**config.mk**
```make
export PLATFORM = sky130hd
export DESIGN_NAME = regfile_scoreboard
export DESIGN_NICKNAME = d
export VERILOG_FILES = /design/src/rtl/rv_regfile_pkg.sv /design/src/rtl/regfile_scoreboard_busy.sv /design/src/rtl/regfile_scoreboard.sv
export SDC_FILE = /design/constraint.sdc
export NUM_CORES = 1
export LEC_CHECK = 0
export ABC_CLOCK_PERIOD_IN_PS = 3470
export CELL_PAD_IN_SITES_DETAIL_PLACEMENT = 1
export CELL_PAD_IN_SITES_GLOBAL_PLACEMENT = 2
export CORE_MARGIN = 2
export CORE_UTILIZATION = 30
export DETAILED_ROUTE_END_ITERATION = 12
export PLACE_DENSITY = 0.86
export SLEW_MARGIN = 10
export SYNTH_ARGS = -nofsm -noshare
export SYNTH_HDL_FRONTEND = slang
export SYNTH_SLANG_ARGS = --single-unit
```
**constraint.sdc**
```tcl
create_clock -name clk -period 3.47 [get_ports clk]
set_input_delay 0.694 -clock clk [delete_from_list [all_inputs] [get_ports clk]]
set_output_delay 0.694 -clock clk [all_outputs]
set_load 0.1 [all_outputs]
```
**src/rtl/rv_regfile_pkg.sv**
```systemverilog
// Shared definitions for the integer register file and the instruction decoder.
//
// Contents:
//   ZERO_REG   - index of the hardwired-zero register (x0)
//   DEF_XLEN   - default register width in bits
//   DEF_NREGS  - default number of architectural registers
//   reg_addr_t - register index type sized for DEF_NREGS
//   reg_data_t - register value type sized for DEF_XLEN
package rv_regfile_pkg;

  localparam int unsigned ZERO_REG  = 0;
  localparam int unsigned DEF_XLEN  = 8;
  localparam int unsigned DEF_NREGS = 8;

  typedef logic [$clog2(DEF_NREGS)-1:0] reg_addr_t;
  typedef logic [DEF_XLEN-1:0]          reg_data_t;

endpackage : rv_regfile_pkg

```
**src/rtl/regfile_scoreboard_busy.sv**
```systemverilog
// Busy-bit scoreboard for the register file.
//
// One busy bit per register marks a destination reserved by a multi-cycle unit.
// A reservation is refused while the register is still busy, unless that same
// register is being written back in this cycle. A writeback clears the busy bit.
// A reservation on the same edge sets it again, so the reservation takes
// priority. Register 0 never becomes busy.
//
// Ports:
//   clk_i        clock, rising edge
//   rst_ni       asynchronous active-low reset (clears every busy bit)
//   wr_en_i      writeback strobe
//   wr_addr_i    writeback destination
//   rsv_en_i     reservation request
//   rsv_addr_i   register to reserve
//   rsv_grant_o  reservation accepted this cycle (combinational)
//   busy_o       busy bit vector, one bit per register
//   busy_count_o number of busy registers (combinational popcount)
module regfile_scoreboard_busy
  import rv_regfile_pkg::*;
#(
  parameter  int unsigned NREGS = DEF_NREGS,
  localparam int unsigned AW    = $clog2(NREGS)
) (
  input  logic            clk_i,
  input  logic            rst_ni,
  input  logic            wr_en_i,
  input  logic [AW-1:0]   wr_addr_i,
  input  logic            rsv_en_i,
  input  logic [AW-1:0]   rsv_addr_i,
  output logic            rsv_grant_o,
  output logic [NREGS-1:0] busy_o,
  output logic [AW:0]     busy_count_o
);

  logic [NREGS-1:0] busy_q, busy_d;
  logic             rsv_is_zero;
  logic             wb_hits_rsv;

  assign rsv_is_zero = (rsv_addr_i == AW'(ZERO_REG));
  assign wb_hits_rsv = wr_en_i && (wr_addr_i == rsv_addr_i);

  // A busy register may be re-reserved only when its writeback lands in the
  // same cycle, so the old and new producers never overlap.
  assign rsv_grant_o = rsv_en_i && (rsv_is_zero || !busy_q[rsv_addr_i] || wb_hits_rsv);

  always_comb begin
    busy_d = busy_q;
    if (wr_en_i) begin
      busy_d[wr_addr_i] = 1'b0;
    end
    // Applied after the writeback clear so a simultaneous reservation wins.
    if (rsv_grant_o && !rsv_is_zero) begin
      busy_d[rsv_addr_i] = 1'b1;
    end
    busy_d[ZERO_REG] = 1'b0;
  end

  always_ff @(posedge clk_i or negedge rst_ni) begin
    if (!rst_ni) begin
      busy_q <= '0;
    end else begin
      busy_q <= busy_d;
    end
  end

  always_comb begin
    busy_count_o = '0;
    for (int unsigned i = 0; i < NREGS; i++) begin
      busy_count_o = busy_count_o + (AW + 1)'(busy_q[i]);
    end
  end

  assign busy_o = busy_q;

endmodule : regfile_scoreboard_busy

```
**src/rtl/regfile_scoreboard.sv**
```systemverilog
// Integer register file with a busy scoreboard for the RISC-V datapath.
//
// NREGS registers of XLEN bits, NUM_RD combinational read ports and one
// write port. Register 0 always reads zero and ignores writes. With BYPASS
// set, a read of the register being written in the same cycle returns the
// incoming write data and is not reported busy, because that write is the
// writeback that retires the reservation.
//
// Ports:
//   clk           clock, rising edge
//   rst           asynchronous active-low reset
//   wr_en         write/writeback strobe
//   wr_addr       write destination
//   wr_data       write data
//   rd_addr       read addresses, one per read port
//   rd_data       read data, one per read port (combinational)
//   rd_busy       per read port: addressed register has a pending reservation
//   rsv_en        request to reserve a destination register
//   rsv_addr      register to reserve
//   rsv_grant     reservation accepted this cycle
//   busy_count    number of registers currently busy
//   debug_reg_out live register contents for board-level display
module regfile_scoreboard
  import rv_regfile_pkg::*;
#(
  parameter  int unsigned XLEN   = DEF_XLEN,
  parameter  int unsigned NREGS  = DEF_NREGS,
  parameter  int unsigned NUM_RD = 2,
  parameter  bit          BYPASS = 1'b1,
  localparam int unsigned AW     = $clog2(NREGS)
) (
  input  logic               clk,
  input  logic               rst,
  input  logic               wr_en,
  input  logic [AW-1:0]      wr_addr,
  input  logic [XLEN-1:0]    wr_data,
  input  logic [AW-1:0]      rd_addr       [NUM_RD],
  output logic [XLEN-1:0]    rd_data       [NUM_RD],
  output logic [NUM_RD-1:0]  rd_busy,
  input  logic               rsv_en,
  input  logic [AW-1:0]      rsv_addr,
  output logic               rsv_grant,
  output logic [AW:0]        busy_count,
  output logic [XLEN-1:0]    debug_reg_out [NREGS]
);

  logic [XLEN-1:0]  regs_q [NREGS];
  logic [XLEN-1:0]  regs_d [NREGS];
  logic [NREGS-1:0] busy;
  logic             wr_live;

  // Writes to x0 are dropped here so regs_q[0] stays zero from reset onwards.
  assign wr_live = wr_en && (wr_addr != AW'(ZERO_REG));

  always_comb begin
    regs_d = regs_q;
    if (wr_live) begin
      regs_d[wr_addr] = wr_data;
    end
  end

  always_ff @(posedge clk or negedge rst) begin
    if (!rst) begin
      for (int unsigned i = 0; i < NREGS; i++) begin
        regs_q[i] <= '0;
      end
    end else begin
      regs_q <= regs_d;
    end
  end

  regfile_scoreboard_busy #(
    .NREGS (NREGS)
  ) u_busy (
    .clk_i        (clk),
    .rst_ni       (rst),
    .wr_en_i      (wr_en),
    .wr_addr_i    (wr_addr),
    .rsv_en_i     (rsv_en),
    .rsv_addr_i   (rsv_addr),
    .rsv_grant_o  (rsv_grant),
    .busy_o       (busy),
    .busy_count_o (busy_count)
  );

  always_comb begin
    for (int unsigned i = 0; i < NUM_RD; i++) begin
      rd_data[i] = '0;
      rd_busy[i] = 1'b0;
      if (rd_addr[i] == AW'(ZERO_REG)) begin
        rd_data[i] = '0;
        rd_busy[i] = 1'b0;
      end else if (BYPASS && wr_en && (wr_addr == rd_addr[i])) begin
        rd_data[i] = wr_data;
        rd_busy[i] = 1'b0;
      end else begin
        rd_data[i] = regs_q[rd_addr[i]];
        rd_busy[i] = busy[rd_addr[i]];
      end
    end
  end

  always_comb begin
    for (int unsigned i = 0; i < NREGS; i++) begin
      debug_reg_out[i] = regs_q[i];
    end
  end

endmodule : regfile_scoreboard

```
Yosys cells after proc, flatten, opt, wreduce, memory -nomap -nowiden. Cells that the tools add are included.

Add/sub/neg operators: 6. $lt $le $gt $ge: 10. Eq/ne operators: 3. Muxes and demuxes: 29. Bitwise logic cells: 6. Reduce and logical (&&, ||, !) cells: 17.

Operators with widths (number): $mux W8 (11); $bwmux W64 (1); $bmux W8 S3 (2); $demux W8 S3 (1); $add A4 B1 Y4 (5); $lt A3 B4 Y1 const B (4); $ge A4 B4 Y1 const B (3); $not A3 Y4 (3); $bmux W1 S3 (3); $eq A3 B3 Y1 (3); $logic_and A1 B1 Y1 (9); $logic_not A3 Y1 (3); $mux W1 (9); $and A8 B8 Y8 (1); $not A8 Y8 (1); $or A8 B8 Y8 (1); $demux W1 S3 (2); $ge A3 B1 Y1 const B (2); $lt A4 B1 Y1 const B (1); $reduce_bool A3 Y1 (1); $add A1 B1 Y2 (1); $logic_not A1 Y1 (2); $logic_or A1 B1 Y1 (2).

Bits in registers: 71. Output and inout bits: 87. Word-level logic and storage cells: 80.

Longest topological paths before layout.
Depth after elaboration: 9. Mapped depth: 9.

Cells and area by module. A second synthesis with hierarchy kept.

Cells, all modules: 321. Area total of the unflattened synthesis: 4379.2 µm².

By module, submodules not included: regfile_scoreboard (times used 1, cells each 254, area an instance 3764.9 µm²); regfile_scoreboard_busy (times used 1, cells each 67, area an instance 614.3 µm²).

Worst setup path after synthesis. No wires, ideal clock.

Path kind: register to output. Start: register u_busy.busy_q[1] (netlist: u_busy.busy_o[1]). End: output port busy_count[2]. Data arrival time: 3.779 ns. Required time: 2.776 ns. Setup slack: -1.003 ns. Stages on the path, launching flop included: 10. Cells stage by stage: dfrtp_1 -> ha_1 -> inv_1 -> fa_1 -> fa_1 -> inv_1 -> ha_1 -> inv_1 -> fa_1 -> xnor2_1.

Cells in the longest elaborated chain, start to end: 6.

RTL lines: start: declaration (line regfile_scoreboard_busy.sv:36) `logic [NREGS-1:0] busy_q, busy_d;`; start signal: assignment (line regfile_scoreboard_busy.sv:63) `busy_q <= busy_d;`; $add A1 B1 Y2 (line regfile_scoreboard_busy.sv:70) `busy_count_o = busy_count_o + (AW + 1)'(busy_q[i]);`; $add A4 B1 Y4 (5 in a row) (line regfile_scoreboard_busy.sv:70); end: declaration (line regfile_scoreboard.sv:43) `output logic [AW:0] busy_count,`.

No other way between the ends.

Final worst setup path.
Start: register u_busy.busy_q[1] (netlist: u_busy.busy_o[1]). End: output port busy_count[1].

The elaborated chain is that of the path after synthesis.

==> impl_metrics.yaml <==
setup_path:
  max_stage_delay_ns: 0.54
  setup.worst_path.class: "reg2out"
  cp.arrival_ns: 3.07
  cp_top_family: "adder cells"
  cp_max_fo: 2
  worstPathRequired_ns: 2.78
  path_cells: "ha_1 > inv_1 > fa_1 > fa_2 > inv_2 > ha_4 > inv_2 > fa_2 > clkinvlp_4 > buf_12"
  end_kind: "output port"
  cp_num_buf_inv: 5
  cpMaxStageDelayCell: "fa_2"
  start_kind: "register"
outcome:
  violations: "negative setup slack"
  status: "finished, violations left"
yosys:
  syn-cell-area_um2: 4440
  syn_area_per_cell_um2: 13.8
  ys_seq_elements: 71
  syn_inst: 321
  synth.net_count: 352
  yosys_warnings: 0
  synth_cell_types: 36
  synth_seq_area_share: 0.400
sta:
  fin_ws_ns: -0.291
  setup_viol: 2
  rsz0062_at_grt: "true"
  fin_crit_ns: 3.76
  hold_viol_final: 0
  max_slew.worst_pin.slew_ns: 1.02
  maxSlewHeadroom: 0.314
  max_freq_ghz: 0.266
  post-route-period-util: 1.08
  finClkSkew_ns: 0
  maxSlewViolCount: 0
layout:
  antennaDiodeCount: 0
  fin_nets: 464
  area_delta_synth_final_pct: 43.7
  n_fill_cell: 1463
  final_layout_size_suffix_gt1_frac: 0.521
clocking:
  cts_max_path_buffers: 2
  cts_num_sinks: 71
  cts_root_buf: "clkbuf_16"
  htree_levels: 3
  path_clk_slew_ns: 0.06
  cts_tree: "done"
  insertion_delay_ns: 0.34
  cts_buffers: 9
power:
  leakagePower_nw: 2.75
  powerDensity_nw_per_um2: 938
  vdd_ir_drop_max_mv: 0.618
  p_total_mw: 5.99
global_route:
  grtUsageTotal: 0.175
  antenna_found_initial: 0
  grt_first_pass_wirelength_um: 21200
  first_global_vias: 3641
  grt_start_max_net_pins: 72
  grt_overflow_total: 0
floorplan:
  dieArea_um2: 15800
  die_h_um: 126
  rows: 44
  die_x_um: 126
  core_area_um2: 14500
  io_pins: 111
  start_util: 0.307
placed_design:
  gp_congestion: 0.793
  portBuffers: 110
  place_ws_ns: -0.00557
  dpl.hpwl_um: 9830
worst_hold_path:
  hold_class: "in2async"
drt:
  initialDrtViolationCount: 111
  wl_um: 13700
  vias: 3238
  drt-wirelength-per-cell_um: 22.0
  via_per_inst: 5.21
  drc: 0
  dr.pass1.iters: 4
  antenna_left: 0
job:
  cap_violations: 0
==> cells in the mapped netlist <==
master | instances | area (um2)
buf_6 | 12 | 135
a211oi_1 | 18 | 135
mux2i_1 | 20 | 200
xnor2_1 | 8 | 70.1
o32ai_1 | 1 | 8.76
dfrtp_1 | 71 | 1780
buf_2 | 4 | 20.0
mux2_2 | 57 | 642
xnor2_2 | 2 | 32.5
buf_4 | 3 | 22.5
nor2_2 | 1 | 6.26
a41oi_1 | 1 | 8.76
nor2b_1 | 1 | 6.26
o211a_1 | 1 | 10.0
inv_1 | 14 | 52.6
nor3_1 | 1 | 5.00
buf_12 | 1 | 20.0
and4bb_2 | 1 | 12.5
mux4_1 | 8 | 210
nand2_1 | 9 | 33.8
nand4_4 | 1 | 21.3
clkbuf_1 | 9 | 33.8
nand4b_2 | 3 | 45.0
and2_1 | 1 | 6.26
o22ai_1 | 3 | 18.8
nand2b_1 | 5 | 31.3
mux4_2 | 26 | 586
nor3_2 | 2 | 20.0
nor2_1 | 16 | 60.1
nor3_4 | 1 | 16.3
ha_1 | 4 | 50.1
o21ai_0 | 6 | 30.0
nor4bb_1 | 1 | 10.0
a21oi_1 | 4 | 20.0
fa_1 | 3 | 60.1
nand4_2 | 2 | 25.0
==> power breakdown <==
group          switching, mW  internal [mW]
Clock                  0.365          0.814
Sequential             0.189          0.989
Combinational           2.47           1.16
Total                   3.03           2.96
==> worst paths after layout <==
path	end	startpoint	slack, ns	depth (start not counted)
hold reg to reg	debug_reg_out[62]	debug_reg_out[62]	0.43	0
setup reg to reg	debug_reg_out[39]	debug_reg_out[39]	2.63	1
setup / recovery	busy_count[1]	u_busy.busy_o[1]	-0.29	10
hold / removal	debug_reg_out[57]	rst	0.38	2
max in group asynchronous	debug_reg_out[45]	rst	2.77	2
min in group clk	debug_reg_out[62]	debug_reg_out[62]	0.43	0
==> cell families after synthesis <==
logic type,count (synthesis),share of synthesized area
xor+xnor,10,0.0231
mux,111,0.369
simple gates,45,0.0673
fa+ha+maj,7,0.0248
buf+inv,43,0.0639
compound gates,34,0.0521
flops,71,0.400
==> placed cells by master (no fill, tap or decap), types with 9 or more instances in the layout <==
master            n
mux4_2           26
mux2i_1          20
buf_12           28
inv_1            11
dfrtp_1          71
mux2_2           57
clkbuf_16         9
buf_4            60
nor2_1           16
nand2_1           9
clkdlybuf4s50_1  40
a211oi_2         16
==> sequential cells by signal, summed over array words and instances, names as in the netlist <==
signal / count
debug_reg_out: 64
u_busy.busy_o: 7
==> per-stage QoR <==
step           instances  cell area, um2  TNS [ns]  hold slack (ns)   util
6_report             622            6380    -0.525            0.382  0.441
5_1_grt              622            6380    -0.716            0.421  0.441
4_1_cts              622            6360    -0.598            0.404  0.439
3_5_place_dp         603            5940   -0.0100            0.422  0.410
3_3_place_gp         603            5940         0            0.413  0.410
2_1_floorplan        321            4540    -0.383            0.398      -
==> timing repair <==
action	4_1_cts	5_1_grt
pin swaps	1	2
cloned	0	0
endpoints found under the setup margin	3	3
hold buffers	0	0
resized for setup	5	5
buffers inserted	3	0
==> per-layer routing <==
metal / track usage / vias to the layer above / wire [um]
li1: - / 1442 / -
met1: 0.224 / 1681 / 5780
met2: 0.296 / 94 / 7010
met3: 0.0429 / 21 / 649
met4: 0.0523 / 0 / 272
met5: 0 / - / 0
==> area by class of cell <==
cell class,instances,area [um2],share of cell area
clock buffers,11,253,0.0396
clock inverters,5,128,0.0200
inverters,14,56.3,0.00882
multi-input cells,207,2510,0.393
flip-flops and latches,71,1780,0.278
well taps,184,230,0.0361
repair buffers,130,1430,0.224
Power figures use the tool's default switching activity.
